`config.mk`:
```
export PLATFORM = sky130hd
export DESIGN_NAME = dmem_arbiter
export DESIGN_NICKNAME = d
export VERILOG_FILES = /design/src/rtl/dmem_arbiter_pkg.sv /design/src/rtl/dmem_arb_rdret.sv /design/src/rtl/dmem_arbiter.sv
export SDC_FILE = /design/constraint.sdc
export NUM_CORES = 1
export LEC_CHECK = 0
export BUFFER_PORTS_ARGS = -buffer_cell sky130_fd_sc_hd__clkbuf_2
export CAP_MARGIN = 20
export CORE_MARGIN = 2
export CORE_UTILIZATION = 40
export DETAILED_ROUTE_END_ITERATION = 12
export PLACE_DENSITY_LB_ADDON = 0.1
export SYNTH_ARGS = -nofsm -noshare
export SYNTH_HDL_FRONTEND = slang
export SYNTH_SLANG_ARGS = --single-unit
```
`constraint.sdc`:
```
create_clock -name clk_i -period 2.1 [get_ports clk_i]
set_input_delay 0.315 -clock clk_i [delete_from_list [all_inputs] [get_ports clk_i]]
set_output_delay 0.315 -clock clk_i [all_outputs]
set_load 0.01 [all_outputs]
```
`src/rtl/dmem_arbiter_pkg.sv`:
```
// dmem_arbiter_pkg: shared defaults, FSM encodings and small helpers for the
// data-memory arbiter. Optional feature macro used by the arbiter:
// DMEM_ARB_RR_EN (round-robin arbitration outside a locked M1 burst).
package dmem_arbiter_pkg;

   // Default word-address width (256 words) and data width of dmem
   localparam int DMEM_AW        = 8;
   localparam int DMEM_DW        = 32;
   // Default number of consecutive locked M1 grants before M0 is served
   localparam int DMEM_BURST_MAX = 8;
   // Burst counter width; holds BURST_MAX up to 255
   localparam int ARB_CNT_W      = 8;

   // Arbiter FSM encodings
   typedef enum logic [1:0] {
      ARB_IDLE = 2'd0,
      ARB_OWN0 = 2'd1,
      ARB_OWN1 = 2'd2
   } arb_state_e;

   // Identity of a requester, used by the round-robin last-grant flop
   typedef enum logic {
      MST_M0 = 1'b0,
      MST_M1 = 1'b1
   } arb_mst_e;

   // True while a locked M1 burst may still take another grant
   function automatic logic burst_open(input logic [ARB_CNT_W-1:0] cnt,
                                       input logic [ARB_CNT_W-1:0] max_cnt);
      return (cnt < max_cnt);
   endfunction

endpackage

```
`src/rtl/dmem_arb_rdret.sv`:
```
// dmem_arb_rdret: per-master read-return stage. Registers the async dmem
// read data on a granted read and presents it with a one-cycle valid pulse.
// The data register holds its last value while no read returns.
module dmem_arb_rdret
   import dmem_arbiter_pkg::*;
#(
   parameter int DW = DMEM_DW
) (
   input  logic          i_clk,
   input  logic          i_rst_n,
   input  logic          i_rd,
   input  logic [DW-1:0] i_data,
   output logic          o_valid,
   output logic [DW-1:0] o_data
);

   logic          r_valid;
   logic [DW-1:0] r_data;

   // Capture read data on a granted read; valid pulses for exactly one cycle
   always_ff @(posedge i_clk) begin
      if (!i_rst_n) begin
         r_valid <= 1'b0;
         r_data  <= {DW{1'b0}};
      end else begin
         r_valid <= i_rd;
         if (i_rd) begin
            r_data <= i_data;
         end else begin
            r_data <= r_data;
         end
      end
   end

   assign o_valid = r_valid;
   assign o_data  = r_data;

endmodule

```
`src/rtl/dmem_arbiter.sv`:
```
// dmem_arbiter: shares the single-port dmem between the core load/store
// path (M0) and the loader/debug DMA port (M1). Grants are combinational
// from the registered FSM state and the live requests; the granted
// master's controls are muxed straight onto the dmem port.
// Optional feature macro: DMEM_ARB_RR_EN selects round-robin arbitration
// outside a locked M1 burst (fixed M0 priority when undefined).
module dmem_arbiter
   import dmem_arbiter_pkg::*;
#(
   parameter int AW        = DMEM_AW,
   parameter int DW        = DMEM_DW,
   parameter int BURST_MAX = DMEM_BURST_MAX
) (
   input  logic          clk_i,
   input  logic          rst_i,
   input  logic          m0_req_i,
   input  logic          m0_we_i,
   input  logic [AW-1:0] m0_addr_i,
   input  logic [DW-1:0] m0_wdata_i,
   output logic          m0_gnt_o,
   output logic          m0_rvalid_o,
   output logic [DW-1:0] m0_rdata_o,
   input  logic          m1_req_i,
   input  logic          m1_we_i,
   input  logic [AW-1:0] m1_addr_i,
   input  logic [DW-1:0] m1_wdata_i,
   input  logic          m1_lock_i,
   output logic          m1_gnt_o,
   output logic          m1_rvalid_o,
   output logic [DW-1:0] m1_rdata_o,
   output logic          mem_we_o,
   output logic [AW-1:0] mem_a_o,
   output logic [DW-1:0] mem_d_o,
   input  logic [DW-1:0] mem_spo_i
);

   localparam logic [ARB_CNT_W-1:0] LP_BMAX = ARB_CNT_W'(BURST_MAX);

   arb_state_e           r_state;
   arb_state_e           w_state_nxt;
   logic [ARB_CNT_W-1:0] r_cnt;
   logic [ARB_CNT_W-1:0] w_cnt_nxt;
   logic                 w_gnt0;
   logic                 w_gnt1;
   logic                 w_m0_wins;

`ifdef DMEM_ARB_RR_EN
   arb_mst_e             r_last;

   // On contention outside a burst, the master not granted last time wins
   assign w_m0_wins = m0_req_i & (~m1_req_i | (r_last == MST_M1));

   // Track the most recently granted master; reset favours M0 first
   always_ff @(posedge clk_i) begin
      if (!rst_i) begin
         r_last <= MST_M1;
      end else if (w_gnt0) begin
         r_last <= MST_M0;
      end else if (w_gnt1) begin
         r_last <= MST_M1;
      end else begin
         r_last <= r_last;
      end
   end
`else
   // Fixed priority: M0 always wins outside a burst
   assign w_m0_wins = m0_req_i;
`endif

   // FSM state and burst counter registers
   always_ff @(posedge clk_i) begin
      if (!rst_i) begin
         r_state <= ARB_IDLE;
         r_cnt   <= {ARB_CNT_W{1'b0}};
      end else begin
         r_state <= w_state_nxt;
         r_cnt   <= w_cnt_nxt;
      end
   end

   // Grant selection and next-state logic; no grant while reset is asserted
   always_comb begin
      w_gnt0      = 1'b0;
      w_gnt1      = 1'b0;
      w_state_nxt = r_state;
      w_cnt_nxt   = r_cnt;
      if (!rst_i) begin
         w_state_nxt = ARB_IDLE;
         w_cnt_nxt   = {ARB_CNT_W{1'b0}};
      end else begin
         case (r_state)
            ARB_IDLE, ARB_OWN0: begin
               w_state_nxt = ARB_IDLE;
               w_cnt_nxt   = {ARB_CNT_W{1'b0}};
               if (w_m0_wins) begin
                  w_gnt0 = 1'b1;
               end else if (m1_req_i) begin
                  w_gnt1 = 1'b1;
                  if (m1_lock_i) begin
                     w_state_nxt = ARB_OWN1;
                     w_cnt_nxt   = 8'd1;
                  end else begin
                     w_state_nxt = ARB_IDLE;
                  end
               end else begin
                  w_state_nxt = ARB_IDLE;
               end
            end
            ARB_OWN1: begin
               if (m1_lock_i && burst_open(r_cnt, LP_BMAX)) begin
                  if (m1_req_i) begin
                     w_gnt1    = 1'b1;
                     w_cnt_nxt = r_cnt + 8'd1;
                  end else begin
                     w_cnt_nxt = r_cnt;
                  end
               end else begin
                  // Lock released or burst exhausted: hand priority to M0
                  w_state_nxt = ARB_OWN0;
                  w_cnt_nxt   = {ARB_CNT_W{1'b0}};
               end
            end
            default: begin
               w_state_nxt = ARB_IDLE;
               w_cnt_nxt   = {ARB_CNT_W{1'b0}};
            end
         endcase
      end
   end

   // Mux the granted master onto the dmem port; idle port drives zeros
   always_comb begin
      mem_we_o = 1'b0;
      mem_a_o  = {AW{1'b0}};
      mem_d_o  = {DW{1'b0}};
      if (w_gnt0) begin
         mem_we_o = m0_we_i;
         mem_a_o  = m0_addr_i;
         mem_d_o  = m0_wdata_i;
      end else if (w_gnt1) begin
         mem_we_o = m1_we_i;
         mem_a_o  = m1_addr_i;
         mem_d_o  = m1_wdata_i;
      end else begin
         mem_we_o = 1'b0;
      end
   end

   assign m0_gnt_o = w_gnt0;
   assign m1_gnt_o = w_gnt1;

   dmem_arb_rdret #(.DW(DW)) u_rdret_m0 (
      .i_clk   (clk_i),
      .i_rst_n (rst_i),
      .i_rd    (w_gnt0 & ~m0_we_i),
      .i_data  (mem_spo_i),
      .o_valid (m0_rvalid_o),
      .o_data  (m0_rdata_o)
   );

   dmem_arb_rdret #(.DW(DW)) u_rdret_m1 (
      .i_clk   (clk_i),
      .i_rst_n (rst_i),
      .i_rd    (w_gnt1 & ~m1_we_i),
      .i_data  (mem_spo_i),
      .o_valid (m1_rvalid_o),
      .o_data  (m1_rdata_o)
   );

endmodule

```
==> impl_metrics.csv, run 1 <==
group,metric,value,unit
outcome,status,"finished with violations",
outcome,violations,"negative setup slack",
critical_path,worst_ep_arrival_time,2050,ps
route,avgViaCountPerCell,5.09,
worst_hold_path,hold_end,"u_rdret_m0.o_data[5]",
pwr,p_per_area,661,nW/um^2
yosys,avgSynthCellArea,8.33,sq um
place,port_buffers,227,
route,post_drt_wl_per_cell,16.8,microns
sta,maxSlewViolCount,0,
floorplanning,die-area,8460,sq um
route,num_vias,3592,
floorplanning,die_w,92.0,microns
cells_and_area,design_area,4720,sq um
sta,fin_ws,-262,ps
clock_tree,clock-sinks,76,
critical_path,worstSetupPathType,"reg -> out",
floorplanning,die_h,92.0,microns
yosys,synth_area_leader_cell,"dfxtp_1",
sta,clock_skew,11.2,ps
sta,whs,203,ps
yosys,synthArstFlopShare,0,
yosys,synthTopCellsByCount,"nand2_1 (97), dfxtp_1 (76), a22o_1 (41)",
yosys,synthDistinctLibCells,35,
cells_and_area,area_delta_synth_final,52.4,%
critical_path,path_buf_inv,3,
critical_path,start_kind,"register",
yosys,synth_most_common_cell,"nand2_1",
pwr,ir_worst_vdd,0.442,mV
grt,grt_overflow,0,
route,drc,0,
sta,hold_viol,0,
sta,fmax,0.423,GHz
critical_path,crit_path_top_delay_cell,"or4_4",
clock_tree,cts_buffers,9,
yosys,yosys_warnings,0,
critical_path,max_stage_delay,550,ps
place,hpwl,8420,microns
yosys,ys_ff_latch,76,
yosys,seq_area_frac_synth,0.491,
sta,fin_crit,2360,ps
critical_path,critical_path.top_delay_family,"simple AND/OR/NAND/NOR gates",
critical_path,endpoint_kind,"primary output",
worst_hold_path,holdCritPathClass,"in -> reg",
grt,antenna_found_initial,0,
cells_and_area,n_antenna_cell,0,
route,wl,11800,microns
clock_tree,clk_pin_slew,80,ps
yosys,synth_area_leaders,"dfxtp_1 (49%), nand2_1 (12%), a22o_1 (12%)",
place,place_area,4320,sq um
clock_tree,cts-root-buf,"clkbuf_8",
cells_and_area,nNetsFinal,719,
clock_tree,cts_tree,"yes",
critical_path,rrSetupSlack,100,ps
route,drt_iter0_drc,184,
pwr,p_leak,2.29,nW
floorplanning,std_cell_rows,32,
floorplanning,io_pins,228,
critical_path,critical_path.cell_chain,"or4_4, o22ai_4, and3_4, buf_6, buf_16, a22o_1, buf_2",
sta,timing.final.crit_share,1.12,
grt,grt_pass1_vias,3441,
place,gp_congestion,0.891,
run,cap_violations,0,
place,dp_cells,682,
sta,rsz0062_at_grt,"yes",
yosys,synth_ff_type,"dfxtp_1",
clock_tree,h-tree-depth,3,
critical_path,reg2reg_from,"r_cnt[4]",
sta,fin_setup_tns,-10270,ps
critical_path,path_max_fanout,11,
grt,grt_start_max_net_pins,44,
cells_and_area,fillCellCount,753,
critical_path,worstPathRequired,1780,ps
yosys,synth_cells,372,
sta,setup_violations,42,
floorplanning,coreArea,7610,sq um
clock_tree,insertion_delay,340,ps
pwr,p_total,3.12,mW
route,drtAntennaViolNets,0,
cells_and_area,drive_gt1_frac,0.447,
place,dp_slack,-22.2,ps
cells_and_area,post-route-util,0.621,
floorplanning,initial_utilization,0.407,
grt,grt_usage,0.269,
worst_hold_path,worstHoldStart,"mem_spo_i[5]",
clock_tree,clockBufferDepth,2,
critical_path,r2r-end,"u_rdret_m1.o_data[7]",
sta,timing_worst_slew_pin_value,626,ps
yosys,yosys.area.top_type_share,0.491,
sta,slew_headroom,0.582,
clock_tree,ctsHoldBuffers,0,
yosys,syn_area,3100,sq um
critical_path,ff2ff_path_depth,6,
route,dr.pass1.iters,4,
worst_hold_path,min_delay_path_depth,3,
grt,grt_pass1_wl,17700,microns
cells_and_area,finalNonFillerCells,706,
yosys,synth_edf_count,0,
## per-layer routing
layer	up-vias	GRT usage	share of wire
li1	1749	-	-
met4	0	0.0684	0.010
met1	1673	0.311	0.40
met5	-	0	0
met3	12	0.108	0.10
met2	158	0.464	0.49
## power by group
group / internal (mW) / switching (mW) / leakage, nW
clock: 0.549 / 0.525 / 0.0927
sequential: 1.49 / 0.0250 / 0.619
combinational: 0.252 / 0.281 / 1.58
total: 2.29 / 0.831 / 2.29
## cell type report
class | count | area [sq um] | area share
timing repair buffer | 247 | 1430 | 0.303
multi-input combinational | 263 | 1450 | 0.306
tap | 102 | 128 | 0.0270
inverter | 2 | 7.51 | 0.00159
clock buffer | 10 | 128 | 0.0270
clock inverter | 6 | 63.8 | 0.0135
sequential | 76 | 1520 | 0.322
## tightest hold or removal path: stages
cell and delay, ps:
clkbuf_2 90, nand2_1 50, a21oi_1 50
## timing repair
item                                    CTS  global route
gates resized for setup                   8            48
setup buffers                             4             2
pin swaps                                 6             2
endpoints found under the setup margin   42            70
gates cloned                              3             2
## layout by cell type (no fill, tap or decap), types with 2 or more instances in the layout
master	synthesis	routed
buf_12	0	2
nand3_1	33	33
clkinvlp_4	0	2
dfxtp_1	76	76
clkbuf_2	2	187
a22o_1	41	39
buf_16	0	2
buf_2	6	35
conb_1	1	4
buf_4	1	12
a22o_4	0	2
nand2_1	97	97
clkinv_2	0	2
o21ai_1	5	5
nor2_1	4	4
buf_6	4	6
o21ai_0	27	27
a21oi_1	34	34
clkbuf_16	0	2
clkbuf_8	0	9
## registers in the layout, summed over array words and instances (netlist names)
name and count:
u_rdret_m0.o_valid 1, u_rdret_m1.o_valid 1, r_state 2, r_cnt 8, u_rdret_m1.o_data 32, u_rdret_m0.o_data 32
## kinds of logic (layout without fill, tap and decap cells)
kind of cell	count (synthesis)	in the layout	synth area share
DFF	76	76	0.491
adders and majority gates	1	1	0.00404
buffers and inverters	36	265	0.0578
AOI/OAI and AO/OA	112	112	0.237
and+or+nand+nor	144	144	0.203
muxes	1	1	0.00323
other	1	4	0.00121
xor gates and xnor gates	1	1	0.00283
## worst max-delay path by stage
| stage | start | to | slack [ps] | depth (start not counted) |
|---|---|---|---|---|
| 4_1_cts | r_cnt[4] | mem_a_o[6] | -270 | 7 |
| 3_5_place_dp | r_cnt[4] | mem_d_o[1] | -20 | 6 |
| 6_report | r_cnt[4] | mem_a_o[3] | -260 | 7 |
| 5_1_grt | r_cnt[4] | mem_d_o[13] | -340 | 7 |
| 3_3_place_gp | r_cnt[4] | mem_d_o[1] | -20 | 6 |
| 2_1_floorplan | r_cnt[4] | mem_a_o[0] | 140 | 6 |
No activity file was read; power rests on OpenSTA's default activity.
==> run 2, diff against run 1 <==
Settings changed: MAX_ROUTING_LAYER set to met4.
==> impl_metrics.csv, run 2 (synthesis gave the netlist of run 1 again) <==
group,metric,value,unit
outcome,status,"finished with violations",
outcome,violations,"negative setup slack",
worst_hold_path,holdCritPathClass,"in -> reg",
critical_path,worst_ep_arrival_time,2070,ps
grt,grt_start_max_net_pins,44,
clock_tree,ctsHoldBuffers,0,
route,dr.pass1.iters,4,
sta,timing.final.crit_share,1.14,
pwr,p_leak,2.27,nW
cells_and_area,drive_gt1_frac,0.444,
grt,grt_pass1_vias,3354,
pwr,ir_worst_vdd,0.364,mV
sta,fin_ws,-287,ps
floorplanning,std_cell_rows,32,
place,place_area,4320,sq um
place,gp_congestion,0.918,
floorplanning,die_w,92.0,microns
route,wl,11800,microns
critical_path,path_max_fanout,6,
clock_tree,cts_setup_buffers,0,
cells_and_area,final_cell_mix,"clkbuf_2 (185), nand2_1 (97), dfxtp_1 (76)",
critical_path,start_kind,"register",
sta,timing_worst_slew_pin_value,635,ps
pwr,seqPwrFrac,0.490,
cells_and_area,area_delta_synth_final,50.8,%
route,num_vias,3593,
clock_tree,clockBufferDepth,2,
clock_tree,insertion_delay,330,ps
cells_and_area,design_area,4670,sq um
pwr,p_total,3.09,mW
grt,grt_usage,0.268,
floorplanning,initial_utilization,0.407,
sta,slew_headroom,0.576,
route,drtAntennaViolNets,0,
pwr,clockPowerShare,0.339,
sta,rsz0062_at_grt,"yes",
cells_and_area,multi_input_area,1440,sq um
floorplanning,coreArea,7610,sq um
cells_and_area,nNetsFinal,716,
place,hpwl,8330,microns
grt,antenna_found_initial,0,
cells_and_area,final_common_cell,"clkbuf_2",
clock_tree,h-tree-depth,3,
route,avgViaCountPerCell,5.13,
sta,setup_violations,42,
route,post_drt_wl_per_cell,16.9,microns
critical_path,endpoint_kind,"primary output",
pwr,switching_share,0.266,
floorplanning,die_h,92.0,microns
cells_and_area,n_antenna_cell,0,
clock_tree,cts_buffers,9,
route,drt_iter0_drc,206,
pwr,p_switching,0.822,mW
pwr,pwr-share-comb,0.172,
sta,hold_viol,0,
pwr,p_per_area,661,nW/um^2
floorplanning,io_pins,228,
floorplanning,die-area,8460,sq um
clock_tree,clk_pin_slew,80,ps
critical_path,worstSetupPathType,"reg -> out",
sta,fmax,0.419,GHz
critical_path,worstPathRequired,1780,ps
run,cap_violations,0,
cells_and_area,regArea,1520,sq um
clock_tree,clock-sinks,76,
pwr,p_int,2.27,mW
sta,clock_skew,9.48,ps
clock_tree,cts_tree,"yes",
sta,maxSlewViolCount,0,
clock_tree,cts-root-buf,"clkbuf_8",
grt,grt_overflow,0,
grt,grt_pass1_wl,17200,microns
cells_and_area,fillCellCount,716,
sta,fin_crit,2390,ps
route,drc,0,
place,port_buffers,227,
[run 2: cell types whose count changed in the layout (fill, tap and decap cells not counted)]
cell	change
buf_2	+2
clkbuf_2	-2
buf_6	-1
o22ai_4	-1
buf_16	-1
clkbuf_16	+1
buf_4	-2
inv_6	-1
clkbuf_1	-1
o22ai_2	+1
[run 2: area by class of cell]
cell class,instances,share of cell area
timing repair buffer,244,0.300
tap,102,0.0273
clock inverter,5,0.0118
clock buffer,9,0.0265
multi-input combinational,263,0.308
sequential,76,0.326
inverter,2,0.00161
[run 2: path summary, 6_finish.rpt]
kind / startpoint / end / slack [ps] / cells past startpoint
worst min register to register: u_rdret_m1.o_data[22] / u_rdret_m1.o_data[22] / 450 / 2
worst min-delay path: mem_spo_i[23] / u_rdret_m0.o_data[23] / 210 / 3
worst max-delay path: r_cnt[5] / mem_d_o[16] / -290 / 6
worst max register to register: r_cnt[5] / u_rdret_m1.o_data[3] / 110 / 6
[run 2: power by group through the flow]
| stage | Combinational, mW | Clock [mW] | Sequential [mW] |
|---|---|---|---|
| after CTS | 0.505 | 1.08 | 1.51 |
| after global routing | 0.568 | 1.13 | 1.52 |
| final | 0.530 | 1.05 | 1.51 |
| after floorplan | 0.201 | 0 | 1.57 |
| after detailed placement | 0.489 | 0 | 1.55 |
| after global placement | 0.487 | 0 | 1.55 |
[run 2: what timing repair did]
action	in CTS	in global routing
pin swaps	1	7
hold endpoints to repair	0	0
resized for setup	5	47
endpoints found under the setup margin	42	53
gates cloned	1	4
[run 2: metal layers]
layer,track usage,wire length (microns),vias up
met5,-,0,-
met3,0.0789,1150,11
li1,-,-,1739
met4,0.0808,114,0
met1,0.332,4790,1672
met2,0.425,5750,171
[run 2: stage by stage]
step / setup TNS [ps] / std cells / setup slack [ps] / util / hold slack, ps
after floorplan: 0 / 375 / 143 / - / 441
after global placement: -14.0 / 682 / -14.0 / 0.568 / 437
after detailed placement: -21.0 / 682 / -21.0 / 0.568 / 443
after CTS: -10310 / 697 / -285 / 0.600 / 188
after global routing: -13020 / 701 / -340 / 0.614 / 189
final: -10410 / 701 / -287 / 0.614 / 207
[run 2: critical path: stages, from the launching register on]
cell	delay (ps)
dfxtp_1	300
or4_4	530
o22ai_2	120
and3_4	320
clkbuf_16	180
a22o_1	150
buf_2	130
==> run 3, diff against run 2 <==
Settings changed: ABC_AREA set to 1, CORE_UTILIZATION 40 to 35, RECOVER_POWER set to 100.
==> impl_metrics.csv, run 3 <==
group,metric,value,unit
sta,timing_worst_slew_pin_value,953,ps
route,num_vias,4158,
critical_path,cpMostUsedCell,"nand2_1",
floorplanning,std_cell_rows,37,
pwr,p_int,2.31,mW
sta,rsz0062_at_grt,"no",
route,drtAntennaViolNets,0,
yosys,synth_cells,573,
critical_path,path_buf_inv,4,
yosys,synth_fa_ha_area_frac,0.00347,
floorplanning,initial_utilization,0.354,
yosys,synth_area_leaders,"dfxtp_1 (42%), nand2_1 (21%), inv_1 (11%)",
cells_and_area,n_antenna_cell,0,
route,met3_length,845,microns
yosys,synth_most_common_cell,"nand2_1",
floorplanning,coreArea,10200,sq um
route,drc,0,
yosys,synthTopCellsByCount,"nand2_1 (202), inv_1 (109), dfxtp_1 (76)",
place,port_buffers,227,
grt,grt_pass1_vias,3941,
cells_and_area,area_delta_synth_final,41.9,%
yosys,avgSynthCellArea,6.29,sq um
critical_path,worst_ep_arrival_time,1690,ps
yosys,synthArstFlopShare,0,
critical_path,start_kind,"register",
critical_path,crit_path_top_delay_cell,"dfxtp_2",
yosys,synth_simple_gate_area_share,0.316,
yosys,synth_area_leader_cell,"dfxtp_1",
sta,setup_violations,0,
cells_and_area,final_cell_mix,"nand2_1 (199), clkbuf_2 (138), inv_1 (109)",
yosys,synth_xor_area_frac,0.00243,
cells_and_area,drive_gt1_frac,0.228,
grt,antenna_found_initial,0,
yosys,yosys_warnings,0,
clock_tree,insertion_delay,350,ps
clock_tree,cts_tree,"yes",
clock_tree,cts_buffers,9,
place,gp_congestion,0.833,
sta,fin_setup_tns,0,ps
critical_path,worstPathRequired,1780,ps
yosys,seq_area_frac_synth,0.422,
critical_path,path_max_fanout,10,
grt,grt_start_max_net_pins,43,
clock_tree,h-tree-depth,3,
clock_tree,cts-root-buf,"clkbuf_8",
critical_path,max_stage_delay,320,ps
clock_tree,clock-sinks,76,
worst_hold_path,holdCritPathClass,"in -> reg",
route,highest-signal-layer,"met4",
cells_and_area,nNetsFinal,918,
sta,maxSlewViolCount,0,
route,wl,12400,microns
yosys,synth_ff_type,"dfxtp_1",
grt,grt_usage,0.220,
route,dr_wl_met2,6050,microns
sta,fmax,0.499,GHz
grt,grt_pass1_wl,19000,microns
grt,grt_overflow,0,
sta,slew_headroom,0.365,
yosys,synth_edf_count,0,
yosys,synth_top_family_by_area,"simple AND/OR/NAND/NOR gates",
yosys,synthDistinctLibCells,20,
pwr,pwr-share-comb,0.176,
pwr,seqPwrFrac,0.474,
cells_and_area,final_common_cell,"nand2_1",
clock_tree,clockBufferDepth,2,
route,post_drt_wl_per_cell,13.2,microns
sta,whs,202,ps
floorplanning,io_pins,228,
critical_path,endpoint_kind,"primary output",
yosys,synth_mux_area_frac,0,
critical_path,critical_path.cell_chain,"inv_1, nand2_1, nor2_2, nand2_2, nand2_2, nand2_4, clkinv_8, buf_6, nand2_1, nand2_1, buf_2",
route,avgViaCountPerCell,4.43,
pwr,clockPowerShare,0.350,
place,hpwl,9000,microns
run,cap_violations,0,
sta,fin_crit,2000,ps
yosys,yosys.area.top_type_share,0.422,
cells_and_area,fillCellCount,1121,
sta,timing.final.crit_share,0.954,
floorplanning,die-area,11100,sq um
critical_path,worstSetupPathType,"reg -> out",
clock_tree,clk_pin_slew,80,ps
route,drt-met1-wl,5110,microns
floorplanning,die_w,106,microns
outcome,status,"complete, no violations",
route,dr.pass1.iters,4,
pwr,p_leak,2.75,nW
route,drt_iter0_drc,239,
sta,clock_skew,6.83,ps
pwr,ir_worst_vdd,0.387,mV
pwr,switching_share,0.284,
sta,hold_viol,0,
pwr,p_switching,0.917,mW
yosys,ys_ff_latch,76,
pwr,p_per_area,631,nW/um^2
floorplanning,die_h,106,microns
yosys,synth-compound-area-share,0.0982,
clock_tree,ctsHoldBuffers,0,
critical_path,critical_path.top_delay_family,"simple AND/OR/NAND/NOR gates",
yosys,syn_area,3610,sq um
==> run 3: cells by family after synthesis <==
kind of cell / after synthesis
compound gates: 70
fa+ha+maj: 1
simple gates: 278
xor+xnor: 1
flops: 76
buf+inv: 146
other cells: 1
==> run 3: metal layers <==
layer  global-route usage  vias to the layer above
li1                     -                     2180
met2                0.391                      144
met1                0.236                     1808
met3               0.0513                       26
met5                    -                        -
met4               0.0902                        0
==> run 3: layout make-up <==
cell class	count	area, sq um	share of cell area
sequential	76	1520	0.298
clock buffer	11	141	0.0276
timing repair buffer	245	1230	0.240
tap	136	170	0.0333
clock inverter	5	61.3	0.0120
multi-input combinational	354	1560	0.304
inverter	112	433	0.0846
==> run 3: final timing paths <==
kind | start | endpoint | slack, ps | depth (start not counted)
setup / recovery | r_state[0] | mem_d_o[24] | 100 | 11
hold / removal | mem_spo_i[28] | u_rdret_m0.o_data[28] | 200 | 3
setup reg to reg | r_state[0] | u_rdret_m1.o_data[0] | 270 | 11
hold reg to reg | r_cnt[3] | r_cnt[3] | 460 | 2
==> run 3: repair_timing <==
item / in CTS / in global routing
gates cloned: 2 / 2
pin swaps: 1 / 4
resized for setup: 8 / 14
setup endpoints to repair: 40 / 42
buffers inserted: 2 / 2
==> run 3: stage by stage <==
step	area [sq um]	power (mW)	std cells	setup slack [ps]	util
2_1_floorplan	3620	1.84	576	539	-
6_report	5120	3.23	939	95.9	0.502
3_3_place_gp	4890	2.13	916	310	0.480
3_5_place_dp	4890	2.13	916	274	0.480
5_1_grt	5120	3.40	939	8.17	0.502
4_1_cts	5200	3.28	936	-24.7	0.510
==> run 3: worst register-to-register path: stages, from the launching register on <==
cell and delay, ps:
dfxtp_2 320, inv_1 40, nand2_1 70, nor2_2 150, nand2_2 80, nand2_2 100, buf_4 350, nand3_1 140
buf_2 270, nand2_1 100, inv_1 40, nor2_1 100
==> run 3: power groups by stage <==
stage               Sequential [mW]  Combinational [mW]  Clock (mW)
floorplan                      1.59               0.257           0
detailed placement             1.56               0.567           0
global placement               1.56               0.565           0
finish                         1.53               0.570        1.13
global route                   1.54               0.637        1.22
CTS                            1.53               0.590        1.16
